<file path="config.mk">
export PLATFORM = sky130hd
export DESIGN_NAME = multicycle_control
export DESIGN_NICKNAME = d
export VERILOG_FILES = /design/src/rtl/multicycle_control_pkg.sv /design/src/rtl/multicycle_control_outdec.sv /design/src/rtl/multicycle_control.sv
export SDC_FILE = /design/constraint.sdc
export NUM_CORES = 1
export LEC_CHECK = 0
export CAP_MARGIN = 30
export CORE_MARGIN = 2
export CORE_UTILIZATION = 40
export CTS_CLUSTER_DIAMETER = 30
export CTS_CLUSTER_SIZE = 25
export DETAILED_ROUTE_END_ITERATION = 8
export HOLD_SLACK_MARGIN = 0.15
export PLACE_DENSITY_LB_ADDON = 0.2
export SYNTH_ARGS = -nofsm -noshare
export SYNTH_HDL_FRONTEND = slang
export SYNTH_HIERARCHICAL = 1
export SYNTH_SLANG_ARGS = --single-unit
</file>
<file path="constraint.sdc">
create_clock -name clk -period 2.1 [get_ports clk]
set_clock_uncertainty 0.2 [all_clocks]
set_input_delay 0.42 -clock clk [delete_from_list [all_inputs] [get_ports clk]]
set_output_delay 0.42 -clock clk [all_outputs]
set_load 0.05 [all_outputs]
</file>
<file path="src/rtl/multicycle_control_pkg.sv">
// Shared encodings for the multicycle control FSM and the ALU control block.
// MC_ADDI_EN enables the addi path (ADDIEX/ADDIWB, opcode 001000).
package multicycle_control_pkg;

  typedef enum logic [3:0] {
    S_FETCH    = 4'd0,
    S_DECODE   = 4'd1,
    S_MEMADR   = 4'd2,
    S_MEMREAD  = 4'd3,
    S_MEMWB    = 4'd4,
    S_MEMWRITE = 4'd5,
    S_EXECUTE  = 4'd6,
    S_ALUWB    = 4'd7,
    S_BRANCH   = 4'd8,
    S_ADDIEX   = 4'd9,
    S_ADDIWB   = 4'd10,
    S_JUMP     = 4'd11
  } state_t;

  localparam logic [5:0] OP_RTYPE = 6'b000000;
  localparam logic [5:0] OP_LW    = 6'b100011;
  localparam logic [5:0] OP_SW    = 6'b101011;
  localparam logic [5:0] OP_BEQ   = 6'b000100;
  localparam logic [5:0] OP_ADDI  = 6'b001000;
  localparam logic [5:0] OP_J     = 6'b000010;

  localparam logic [1:0] ALUOP_ADD   = 2'b00;
  localparam logic [1:0] ALUOP_SUB   = 2'b01;
  localparam logic [1:0] ALUOP_FUNCT = 2'b10;

  localparam logic [1:0] SRCB_REGB  = 2'b00;
  localparam logic [1:0] SRCB_FOUR  = 2'b01;
  localparam logic [1:0] SRCB_IMM   = 2'b10;
  localparam logic [1:0] SRCB_IMMSH = 2'b11;

  localparam logic [1:0] PCSRC_ALU    = 2'b00;
  localparam logic [1:0] PCSRC_ALUOUT = 2'b01;
  localparam logic [1:0] PCSRC_JUMP   = 2'b10;

  typedef struct packed {
    logic       pcwrite;
    logic       branch;
    logic       iord;
    logic       memwrite;
    logic       irwrite;
    logic       memtoreg;
    logic       regdst;
    logic       regwrite;
    logic       alusrca;
    logic [1:0] alusrcb;
    logic [1:0] aluop;
    logic [1:0] pcsrc;
    logic       instr_done;
  } ctrl_t;

  function automatic logic op_legal(input logic [5:0] op);
    logic ok;
    ok = 1'b0;
    case (op)
      OP_RTYPE, OP_LW, OP_SW, OP_BEQ, OP_J: ok = 1'b1;
`ifdef MC_ADDI_EN
      OP_ADDI: ok = 1'b1;
`endif
      default: ok = 1'b0;
    endcase
    return ok;
  endfunction

endpackage

</file>
<file path="src/rtl/multicycle_control_outdec.sv">
// Combinational Moore output decode: state plus mem_ready gating -> datapath controls.
// MC_ADDI_EN adds the ADDIEX/ADDIWB decodes.
module mc_ctrl_outdec
  import multicycle_control_pkg::*;
(
  input  state_t state,
  input  logic   mem_ready,
  output ctrl_t  ctrl
);

  always_comb begin
    ctrl = '0;
    case (state)
      S_FETCH: begin
        ctrl.alusrcb = SRCB_FOUR;
        ctrl.aluop   = ALUOP_ADD;
        ctrl.pcsrc   = PCSRC_ALU;
        ctrl.irwrite = mem_ready;
        ctrl.pcwrite = mem_ready;
      end
      // Precompute the branch target while the register file is read.
      S_DECODE: begin
        ctrl.alusrcb = SRCB_IMMSH;
        ctrl.aluop   = ALUOP_ADD;
      end
      S_MEMADR: begin
        ctrl.alusrca = 1'b1;
        ctrl.alusrcb = SRCB_IMM;
        ctrl.aluop   = ALUOP_ADD;
      end
      S_MEMREAD: ctrl.iord = 1'b1;
      S_MEMWB: begin
        ctrl.memtoreg   = 1'b1;
        ctrl.regwrite   = 1'b1;
        ctrl.instr_done = 1'b1;
      end
      S_MEMWRITE: begin
        ctrl.iord       = 1'b1;
        ctrl.memwrite   = 1'b1;
        ctrl.instr_done = mem_ready;
      end
      S_EXECUTE: begin
        ctrl.alusrca = 1'b1;
        ctrl.alusrcb = SRCB_REGB;
        ctrl.aluop   = ALUOP_FUNCT;
      end
      S_ALUWB: begin
        ctrl.regdst     = 1'b1;
        ctrl.regwrite   = 1'b1;
        ctrl.instr_done = 1'b1;
      end
      S_BRANCH: begin
        ctrl.alusrca    = 1'b1;
        ctrl.alusrcb    = SRCB_REGB;
        ctrl.aluop      = ALUOP_SUB;
        ctrl.pcsrc      = PCSRC_ALUOUT;
        ctrl.branch     = 1'b1;
        ctrl.instr_done = 1'b1;
      end
`ifdef MC_ADDI_EN
      S_ADDIEX: begin
        ctrl.alusrca = 1'b1;
        ctrl.alusrcb = SRCB_IMM;
        ctrl.aluop   = ALUOP_ADD;
      end
      S_ADDIWB: begin
        ctrl.regwrite   = 1'b1;
        ctrl.instr_done = 1'b1;
      end
`endif
      S_JUMP: begin
        ctrl.pcsrc      = PCSRC_JUMP;
        ctrl.pcwrite    = 1'b1;
        ctrl.instr_done = 1'b1;
      end
      default: ctrl = '0;
    endcase
  end

endmodule

</file>
<file path="src/rtl/multicycle_control.sv">
// Multicycle MIPS-style control FSM: state register and next-state here, output decode in mc_ctrl_outdec.
// MC_ADDI_EN enables the addi instruction; undefined, opcode 001000 is illegal.
module multicycle_control
  import multicycle_control_pkg::*;
(
  input  logic       clk,
  input  logic       reset,
  input  logic [5:0] opcode,
  input  logic       mem_ready,
  output logic       PCWrite,
  output logic       Branch,
  output logic       IorD,
  output logic       MemWrite,
  output logic       IRWrite,
  output logic       MemtoReg,
  output logic       RegDst,
  output logic       RegWrite,
  output logic       ALUSrcA,
  output logic [1:0] ALUSrcB,
  output logic [1:0] ALUOp,
  output logic [1:0] PCSrc,
  output logic       instr_done,
  output logic       illegal_op,
  output logic [3:0] state
);

  state_t state_q;
  state_t dec_state;
  ctrl_t  ctrl;

  always_ff @(posedge clk) begin
    if (reset) begin
      state_q <= S_FETCH;
    end else begin
      case (state_q)
        S_FETCH:   if (mem_ready) state_q <= S_DECODE;
        S_DECODE: begin
          case (opcode)
            OP_LW, OP_SW: state_q <= S_MEMADR;
            OP_RTYPE:     state_q <= S_EXECUTE;
            OP_BEQ:       state_q <= S_BRANCH;
`ifdef MC_ADDI_EN
            OP_ADDI:      state_q <= S_ADDIEX;
`endif
            OP_J:         state_q <= S_JUMP;
            default:      state_q <= S_FETCH;
          endcase
        end
        // Opcode is re-sampled here to pick load vs store.
        S_MEMADR: begin
          if (opcode == OP_LW)      state_q <= S_MEMREAD;
          else if (opcode == OP_SW) state_q <= S_MEMWRITE;
          else                      state_q <= S_FETCH;
        end
        S_MEMREAD:  if (mem_ready) state_q <= S_MEMWB;
        S_MEMWRITE: if (mem_ready) state_q <= S_FETCH;
        S_EXECUTE:  state_q <= S_ALUWB;
`ifdef MC_ADDI_EN
        S_ADDIEX:   state_q <= S_ADDIWB;
`endif
        default:    state_q <= S_FETCH;
      endcase
    end
  end

  // While reset is held the outputs already look like FETCH, whatever the register holds.
  assign dec_state = reset ? S_FETCH : state_q;

  mc_ctrl_outdec u_outdec (
    .state     (dec_state),
    .mem_ready (mem_ready),
    .ctrl      (ctrl)
  );

  assign PCWrite    = ctrl.pcwrite;
  assign Branch     = ctrl.branch;
  assign IorD       = ctrl.iord;
  assign MemWrite   = ctrl.memwrite;
  assign IRWrite    = ctrl.irwrite;
  assign MemtoReg   = ctrl.memtoreg;
  assign RegDst     = ctrl.regdst;
  assign RegWrite   = ctrl.regwrite;
  assign ALUSrcA    = ctrl.alusrca;
  assign ALUSrcB    = ctrl.alusrcb;
  assign ALUOp      = ctrl.aluop;
  assign PCSrc      = ctrl.pcsrc;
  assign instr_done = ctrl.instr_done;
  assign illegal_op = (dec_state == S_DECODE) && !op_legal(opcode);
  assign state      = dec_state;

endmodule

</file>
==> results of run 1 <==
[cells by family after synthesis]
group	Yosys count
AND/OR/NAND/NOR	59
AO/OA/AOI/OAI	20
buffers and inverters	8
flip-flops	4
XOR/XNOR	3
[metrics by stage]
step	instances	instance area (sq um)	hold slack (ps)	utilization (%)
after floorplan	94	860	327	-
after global placement	153	1440	417	94.5
after detailed placement	153	1440	443	94.5
==> metrics.yaml, run 1 <==
synthesis:
  ys_ff_latch: 4
  synth_compound_area_share_pct: 21.4
  synthArstFlopShare_pct: 0
  synthAdderAreaFrac_pct: 0
  syn_avg_cell_area_sq_um: 6.96
  syn-cell-area_sq_um: 654
  yosysTopAreaCell: "dfxtp_1"
  synth-simple-area-share_pct: 53.9
  syn-num-nets: 103
  synthXorXnorAreaFrac_pct: 4.02
  synthTopCellsByArea: "dfxtp_1 12%, nor2b_1 7.6%, nor2_1 7.5%, and3_1 4.8%, nor3_1 4.6%"
  yosysWarningCount: 6
  synth.most_common_cell: "nor2_1"
  syn_inst: 94
  synth-seq-area-share_pct: 12.2
  synth_top_area_share_pct: 12.2
  ys_top_cells_by_count: "13 x nor2_1, 8 x nor2b_1, 6 x nor3_1"
  synth_ff_type: "dfxtp_1"
  synth_top_family_by_area: "simple AND/OR/NAND/NOR gates"
  netlist-cell-type-count: 38
  muxShareOfSynthArea_pct: 0
  synth_edf_count: 0
clock_tree:
  cts-root-buf: "clkbuf_4"
  cts_max_path_buffers: 2
  hold_buffers: 0
  cts_buffers: 3
  post_cts_buffers: 5
  cts_resized: 30
  cts_sinks: 4
  htreeDepth: 1
place:
  hpwl_um: 2320
  gp_congestion: 0.811
  io_buffer_count: 29
  pre_cts_ws_ps: -546
outcome:
  status: "aborted with a tool error"
  stop_stage: "clock tree synthesis (4_1_cts)"
  error_message: "[ERROR DPL-0038] Utilization greater than 100%, impossible to legalize"
die:
  chipHeight_um: 44.4
  io_pins: 30
  initial_core_util_pct: 42.9
  fp.dieW_um: 44.4
  rows: 14
==> inputs of run 2 (changes only) <==
CORE_AREA = 2 2 63 65   (was unset)
CORE_MARGIN = unset   (was 2)
CORE_UTILIZATION = unset   (was 40)
CTS_CLUSTER_DIAMETER = unset   (was 30)
CTS_CLUSTER_SIZE = unset   (was 25)
DIE_AREA = 0 0 65 67   (was unset)
HOLD_SLACK_MARGIN = unset   (was 0.15)
PLACE_DENSITY_LB_ADDON = 0.15   (was 0.2)
==> run 2 against run 1 <==
Compared with the run above: the flow now finishes, with violations (setup timing); synthesized area unchanged; synthesized cell count did not move.
==> metrics.yaml, run 2 <==
worst_setup_path:
  critPathRequiredTime_ps: 1480
  cp_data_arrival_time_ps: 1510
  cp_max_fo: 4
  critPathKind: "register to output pin"
  worstPathCellList: "nor2b_4, or4b_4, a21oi_4, buf_12"
  slowest_stage: "or4b_4"
  critPathLaunchType: "register"
  end_kind: "output pin"
  critPathMaxStageDelay_ps: 530
drt:
  wl_per_cell_um: 11.9
  drt_iter0_drc: 19
  detail_route.vias_per_cell: 4.49
  ant_nets: 0
  first_pass_iters: 4
  drt_wl_total_um: 2450
  drc: 0
  dr_total_vias: 920
clock_tree:
  clk_latency_ps: 210
  htreeDepth: 1  # unchanged
  cts_tree: "done"
  cts_max_path_buffers: 2  # unchanged
  cts_sinks: 4  # unchanged
  cts_buffers: 3  # unchanged
  clk_pin_slew_worst_paths_ps: 30
  cts-root-buf: "clkbuf_8"
sta:
  maxSlewViolCount: 0
  fin_crit_sh_pct: 101
  worst_slew_pin_slew_ps: 322
  setup_viol_count_final: 2
  max_slew_margin_pct: 78.4
  whs_ps: 463
  rsz0062_at_grt: "yes"
  fin_crit_ps: 2130
  clock.fmax_mhz: 470
  finalHoldViolCount: 0
  setup_ws_ps: -28.7
  fin_tns_setup_ps: -45.5
synthesis:
  syn-cell-area_sq_um: 654  # unchanged
  syn_inst: 94  # unchanged
  netlist-cell-type-count: 38  # unchanged
  synth_ff_type: "dfxtp_1"
  yosysWarningCount: 6  # unchanged
  ys_ff_latch: 4  # unchanged
  synth-seq-area-share_pct: 12.2  # unchanged
  synthTopCellsByArea: "dfxtp_1 12%, nor2b_1 7.6%, nor2_1 7.5%, and3_1 4.8%, nor3_1 4.6%"
  synth_top_area_share_pct: 12.2  # unchanged
  yosysTopAreaCell: "dfxtp_1"
  synthArstFlopShare_pct: 0  # unchanged
  synth.most_common_cell: "nor2_1"
  syn_avg_cell_area_sq_um: 6.96  # unchanged
  syn-num-nets: 103  # unchanged
  synth_edf_count: 0  # unchanged
  ys_top_cells_by_count: "13 x nor2_1, 8 x nor2b_1, 6 x nor3_1"
power_and_ir_drop:
  p_leak_nw: 0.665
  ir_drop_mv: 0.255
  totalPowerFinal_mw: 0.380
  power-per-cell-area_nw_per_um2: 222
min_path:
  min_path_type: "register to register"
grt:
  grt_pass1_wl_um: 4060
  overflow: 0
  grt_use_total_pct: 12.0
  grt_max_degree: 12
  antenna_found_initial: 0
  grt_pass1_vias: 865
outcome:
  status: "finished with violations"
  failed_checks: "setup timing"
die:
  io_pins: 30  # unchanged
  initial_core_util_pct: 18.1  # -25 points
  chipHeight_um: 67  # +51%
  core_region_area_sq_um: 3610
  fp.dieW_um: 65  # +46%
  rows: 22  # +8
  dieArea_sq_um: 4360
place:
  io_buffer_count: 29  # unchanged
  gp_congestion: 0.865  # +6.7%
  hpwl_um: 1990  # -14%
  pre_cts_ws_ps: -539  # +7.12 ps
finish:
  utilization_pct: 47.5
  syn_to_final_growth_pct: 162
  num-nets-final: 168
  final_cell_mix: "36 x buf_4, 19 x buf_12, 9 x nor2_1"
  largest_reg_flops: 4
  n_fill_cell: 348
  final_common_cell: "buf_4"
  top_register: "state_q"
  diodes: 0
  top_regs: "state_q x4"
  drive_above_1_share_pct: 65.0
run:
  maxCapViolations: 0
==> run 2: cell counts after synthesis <==
Identical to the previous run, type by type.
==> run 2: path summary, 6_finish.rpt <==
| check | startpoint | endpoint | slack [ps] | cells past startpoint |
|---|---|---|---|---|
| hold / removal | state_q[1] | state_q[0] | 460 | 2 |
| setup reg to reg | state_q[3] | state_q[1] | 530 | 5 |
| setup / recovery | state_q[0] | PCWrite | -30 | 4 |
| hold reg to reg | state_q[1] | state_q[0] | 460 | 2 |
==> run 2: area by class of cell <==
cell class	count	area, sq um	area share (%)
inverters	1	3.75	0.219
clock buffers	3	41.3	2.41
multi-input cells	82	747	43.6
well taps	48	60.1	3.50
flip-flops and latches	4	85.1	4.96
repair buffers	67	777	45.3
==> run 2: logic make-up (layout without fill, tap and decap cells) <==
group                  after synthesis  count (layout)  synth area share, %
flip-flops                           4               4                 12.2
XOR/XNOR                             3               3                 4.02
AO/OA/AOI/OAI                       20              20                 21.4
AND/OR/NAND/NOR                     59              59                 53.9
buffers and inverters                8              71                 8.41
==> run 2: timing repair <==
item | in CTS | in global routing
hold buffers | 0 | 0
pin swaps | 11 | 8
gates resized for setup | 24 | 6
setup buffers | 4 | 9
endpoints found under the setup margin | 21 | 16
==> run 2: per-layer routing <==
| metal | vias to the layer above | share of wire, % | GRT usage [%] |
|---|---|---|---|
| li1 | 475 | - | - |
| met1 | 417 | 45 | 15.2 |
| met2 | 23 | 49 | 20.5 |
| met3 | 5 | 4.9 | 2.70 |
| met4 | 0 | 0.82 | 3.19 |
| met5 | - | 0 | 0 |
==> run 2: power by group <==
group	internal (mW)	leakage, nW	switching [mW]
Sequential	0.0783	0.0343	0.00152
Combinational	0.0712	0.609	0.0714
Clock	0.122	0.0216	0.0356
Total	0.271	0.665	0.109
==> run 2: worst max-delay path: cells and delay by family (launching register included) <==
| family | cells | cell delay (ps) |
|---|---|---|
| compound gates | 1 | 160 |
| flops | 1 | 330 |
| simple gates | 2 | 660 |
| buf+inv | 1 | 150 |
==> run 2: stage by stage <==
stage / instances / area [sq um]
floorplan: 94 / 860
global placement: 190 / 1520
detailed placement: 190 / 1520
CTS: 197 / 1640
global route: 205 / 1710
finish: 205 / 1710
(Power assumes the default switching activity.)
==> inputs of run 3 (changes only) <==
CELL_PAD_IN_SITES_DETAIL_PLACEMENT = 0   (was unset)
CELL_PAD_IN_SITES_GLOBAL_PLACEMENT = 1   (was unset)
==> run 3 against run 2 <==
Compared with the run above: the flow still finishes with violations (setup timing); combinational power up 6%; die area unchanged; global-route usage up 0.21 points; highest routed layer unchanged; critical path type unchanged; design area up 5.1%; worst setup slack worse by 42 ps; critical endpoint is now Branch; wire length up 6.6%.
==> metrics.yaml, run 3 (synthesized netlist as in run 2, its figures left out) <==
grt:
  grt_pass1_vias: 967  # +12%
  overflow: 0  # unchanged
  antenna_found_initial: 0  # unchanged
  grt_max_degree: 12  # unchanged
  grt_use_total_pct: 12.2  # +0.21 points
  grt_pass1_wl_um: 4230  # +4.1%
clock_tree:
  htreeDepth: 1  # unchanged
  cts_max_path_buffers: 2  # unchanged
  cts_buffers: 3  # unchanged
  cts-root-buf: "clkbuf_8"
  hold_buffers: 0  # unchanged
  cts_tree: "done"
  clk_pin_slew_worst_paths_ps: 30  # about the same
  clk_latency_ps: 220  # about the same
  cts_sinks: 4  # unchanged
place:
  pre_cts_ws_ps: -521  # +18.3 ps
  hpwl_um: 1940  # -2.2%
  gp_congestion: 0.841  # -2.8%
  io_buffer_count: 29  # unchanged
  dp.cells: 191  # +0.53%
drt:
  drt_wl_total_um: 2610  # +6.6%
  ant_nets: 0  # unchanged
  first_pass_iters: 3  # -1
  detail_route.vias_per_cell: 4.56  # +1.5%
  wl_per_cell_um: 12.5  # +4.6%
  dr_total_vias: 952  # +3.5%
  drc: 0  # unchanged
  drt_iter0_drc: 15  # -4
worst_setup_path:
  critPathKind: "register to output pin"
  critPathLaunchType: "register"
  critPathMaxStageDelay_ps: 330  # -200 ps
  cp_max_fo: 6  # +2
  slowest_stage: "dfxtp_2"
  critPathRequiredTime_ps: 1480  # about the same
  end_kind: "output pin"
  worstPathCellList: "nor2b_4, or2b_4, nor3_4, buf_12"
  cp_data_arrival_time_ps: 1550  # +40 ps
min_path:
  min_path_type: "register to register"
sta:
  clock.fmax_mhz: 461  # -1.9%
  max_slew_margin_pct: 75.8  # -2.5 points
  fin_crit_sh_pct: 103  # +2.0 points
  finalHoldViolCount: 0  # unchanged
  setup_viol_count_final: 5  # +3
  rsz0062_at_grt: "yes"
  setup_ws_ps: -70.8  # -42.1 ps
  fin_tns_setup_ps: -201  # -156 ps
  maxSlewViolCount: 0  # unchanged
  fin_crit_ps: 2170  # +42.1 ps
  whs_ps: 487  # +23.8 ps
  worst_slew_pin_slew_ps: 359  # +37.4 ps
run:
  maxCapViolations: 0  # unchanged
die:
  fp.dieW_um: 65  # unchanged
  dieArea_sq_um: 4360  # unchanged
  io_pins: 30  # unchanged
  rows: 22  # unchanged
  core_region_area_sq_um: 3610  # unchanged
  chipHeight_um: 67  # unchanged
  initial_core_util_pct: 18.1  # unchanged
outcome:
  failed_checks: "setup timing"
  status: "finished with violations"
power_and_ir_drop:
  power-per-cell-area_nw_per_um2: 218  # -1.4%
  ir_drop_mv: 0.104  # -59%
  totalPowerFinal_mw: 0.393  # +3.6%
  p_leak_nw: 0.710  # +6.8%
finish:
  top_register: "state_q"
  drive_above_1_share_pct: 65.8  # +0.87 points
  num-nets-final: 172  # +2.4%
  final_common_cell: "buf_4"
  syn_to_final_growth_pct: 175
  final_cell_mix: "33 x buf_4, 24 x buf_12, 8 x nor2_1"
  diodes: 0  # unchanged
  top_regs: "state_q x4"
  final_cells: 209  # +2.0%
  largest_reg_flops: 4  # unchanged
==> run 3: metal layers <==
layer | GRT usage (%) | wire length (um) | up-vias
li1 | - | - | 484
met1 | 14.6 | 1120 | 446
met2 | 22.3 | 1390 | 20
met3 | 1.35 | 81 | 2
met4 | 4.79 | 19 | 0
met5 | 0 | 0 | -
==> run 3: final cells by class <==
class                   instances  area [sq um]
fillers                       335          1800
flip-flops and latches          4          85.1
inverters                       1          3.75
well taps                      48          60.1
multi-input cells              82           738
repair buffers                 71           873
clock buffers                   3          41.3
==> run 3: report_power, final <==
group	total [mW]	leakage (nW)	switching, mW	internal (mW)
Clock	0.163	0.0216	0.0404	0.122
Combinational	0.152	0.654	0.0741	0.0776
Sequential	0.0791	0.0343	0.000939	0.0781
Total	0.393	0.710	0.115	0.278
==> run 3: path summary, 6_finish.rpt <==
kind,startpoint,end,slack (ps),cells after the start
setup reg to reg,state_q[3],state_q[1],560,5
setup / recovery,state_q[3],Branch,-70,4
hold / removal,state_q[1],state_q[0],490,2
hold reg to reg,state_q[1],state_q[0],490,2
==> run 3: stage by stage <==
stage | utilization [%] | instance area (sq um)
floorplan | - | 860
global placement | 43.0 | 1550
detailed placement | 43.0 | 1550
CTS | 47.5 | 1710
global route | 50.0 | 1800
finish | 50.0 | 1800
==> run 3: repair_timing <==
item | CTS | global route
hold endpoints to repair | 0 | 0
setup buffers | 8 | 8
gates cloned | 0 | 0
resized for setup | 25 | 9
pin swaps | 9 | 7
setup endpoints to repair | 19 | 14
==> run 3: critical path: cells and delay by family, from the launching register on <==
kind / cells / cell delay (ps)
simple gates: 3 / 830
flops: 1 / 330
buf+inv: 1 / 180
==> inputs of run 4 (changes only) <==
CTS_CLUSTER_SIZE = 8   (was unset)
RECOVER_POWER = 100   (was unset)
==> run 4 against run 3 <==
Compared with the run above: the run still ends with setup timing left; register-to-register slack hardly changed; worst setup slack barely moved; non-clock buffer count stayed put; core utilization is 0.17 points lower; final cell count is the same; combinational power about the same; critical path depth unchanged; count of clock-buffer cells in the layout is the same; sequential cell count unchanged; clock power about the same; largest cell class unchanged; largest power group unchanged.
==> metrics.yaml, run 4 (synthesized netlist as in run 2, its figures left out) <==
outcome:
  status: "finished with violations"
  failed_checks: "setup timing"
die:
  chipHeight_um: 67  # unchanged
  fp.dieW_um: 65  # unchanged
  initial_core_util_pct: 18.1  # unchanged
  io_pins: 30  # unchanged
  core_region_area_sq_um: 3610  # unchanged
  dieArea_sq_um: 4360  # unchanged
  rows: 22  # unchanged
worst_setup_path:
  rr_worst_depth: 5  # unchanged
  cp_data_arrival_time_ps: 1550  # about the same
  critPathLaunchType: "register"
  critPathKind: "register to output pin"
  cp_max_fo: 6  # unchanged
  r2r-start: "state_q[3]"
  r2r_end: "state_q[1]"
  ff2ff_setup_slack_ps: 560  # about the same
  end_kind: "output pin"
  critPathLaunch: "state_q[3]"
  critPathRequiredTime_ps: 1480  # about the same
clock_tree:
  cts_max_path_buffers: 2  # unchanged
  cts_tree: "done"
  clk_latency_ps: 220  # about the same
  htreeDepth: 1  # unchanged
  cts-root-buf: "clkbuf_8"
  clk_pin_slew_worst_paths_ps: 30  # about the same
  cts_buffers: 3  # unchanged
  cts_sinks: 4  # unchanged
power_and_ir_drop:
  power-per-cell-area_nw_per_um2: 219  # +0.11%
  sw_frac_of_total_pct: 29.2  # -0.099 points
  p_comb_share_pct: 38.4  # -0.2 points
  p_leak_nw: 0.709  # about the same
  seqPwrFrac_pct: 20.1  # about the same
  internal_power_mw: 0.278  # about the same
  ir_drop_mv: 0.104  # -0.25%
  p_sw_mw: 0.115  # -0.57%
  power.share.clock_pct: 41.4  # about the same
  totalPowerFinal_mw: 0.393  # -0.23%
sta:
  rsz0062_at_grt: "yes"
  worst_slew_pin_slew_ps: 417  # +57.8 ps
  setup_viol_count_final: 5  # unchanged
  whs_ps: 486  # -0.0440 ps
  fin_crit_sh_pct: 103  # about the same
  clock.fmax_mhz: 461  # unchanged
  maxSlewViolCount: 0  # unchanged
  finalHoldViolCount: 0  # unchanged
  max_slew_margin_pct: 72.0  # -3.9 points
  setup_ws_ps: -70.8  # +0.000500 ps
  fin_crit_ps: 2170  # -0.000500 ps
finish:
  drive_above_1_share_pct: 65.2  # -0.62 points
  num-nets-final: 172  # unchanged
  n_fill_cell: 336  # +0.30%
  largest_reg_flops: 4  # unchanged
  diodes: 0  # unchanged
  top_regs: "state_q x4"
  final_cell_mix: "33 x buf_4, 24 x buf_12, 8 x nor2_1"
  top_register: "state_q"
  syn_to_final_growth_pct: 174
  final_common_cell: "buf_4"
drt:
  dr_total_vias: 953  # +0.11%
  ant_nets: 0  # unchanged
  drt_iter0_drc: 14  # -1
  drc: 0  # unchanged
  detail_route.vias_per_cell: 4.56  # +0.11%
  first_pass_iters: 3  # unchanged
  drt_wl_total_um: 2610  # +0.11%
  wl_per_cell_um: 12.5  # +0.11%
min_path:
  hold_depth: 2  # unchanged
  holdPathEnd: "state_q[0]"
  min-delay-start: "state_q[1]"
  min_path_type: "register to register"
place:
  hpwl_um: 1940  # unchanged
  io_buffer_count: 29  # unchanged
  gp_congestion: 0.841  # unchanged
grt:
  grt_pass1_wl_um: 4230  # unchanged
  grt_max_degree: 12  # unchanged
  antenna_found_initial: 0  # unchanged
  overflow: 0  # unchanged
  grt_use_total_pct: 12.2  # unchanged
  grt_pass1_vias: 967  # unchanged
run:
  maxCapViolations: 0  # unchanged
==> run 4: layout make-up <==
type / count / area [sq um] / share of cell area (%)
Multi-Input combinational cell: 82 / 732 / 40.8
Timing Repair Buffer: 71 / 873 / 48.6
Tap cell: 48 / 60.1 / 3.34
Clock buffer: 3 / 41.3 / 2.30
Inverter: 1 / 3.75 / 0.209
Sequential cell: 4 / 85.1 / 4.74
==> run 4: per-layer routing <==
layer / vias up / routed length, um / global-route usage, %
li1: 484 / - / -
met1: 447 / 1120 / 14.6
met2: 20 / 1390 / 22.3
met3: 2 / 81 / 1.35
met4: 0 / 19 / 4.79
met5: - / 0 / 0
==> run 4: worst max-delay path by stage <==
stage               endpoint  depth (start not counted)
CTS                  PCWrite                          6
global placement     PCWrite                          6
floorplan             Branch                          5
finish                Branch                          4
global route          Branch                          4
detailed placement   PCWrite                          6
==> run 4: worst max-delay path, cell delays in order (launching register included) <==
cell,delay (ps)
dfxtp_2,330
nor2b_4,220
or2b_4,320
nor3_4,290
buf_12,180
==> run 4: through the flow <==
step	setup TNS (ps)	setup WS, ps	cells	cell area (sq um)	utilization, %
floorplan	-3400	-451	94	860	-
global placement	-7480	-523	191	1550	43.0
detailed placement	-7640	-521	191	1550	43.0
CTS	-330	-65.1	202	1710	47.5
global route	-507	-131	209	1800	49.8
finish	-201	-70.8	209	1800	49.8
==> run 4: power by group through the flow <==
stage          clock network, mW  logic, mW  registers [mW]
2_1_floorplan                  0     0.0632          0.0808
3_3_place_gp                   0      0.137          0.0798
3_5_place_dp                   0      0.137          0.0796
4_1_cts                    0.168      0.149          0.0787
5_1_grt                    0.174      0.161          0.0793
6_report                   0.163      0.151          0.0791
==> run 4: repair_timing <==
action / CTS / global route
gates cloned: 0 / 0
buffers inserted: 8 / 8
resized for setup: 25 / 9
endpoints found under the setup margin: 19 / 14
pin swaps: 9 / 7
hold buffers: 0 / 0
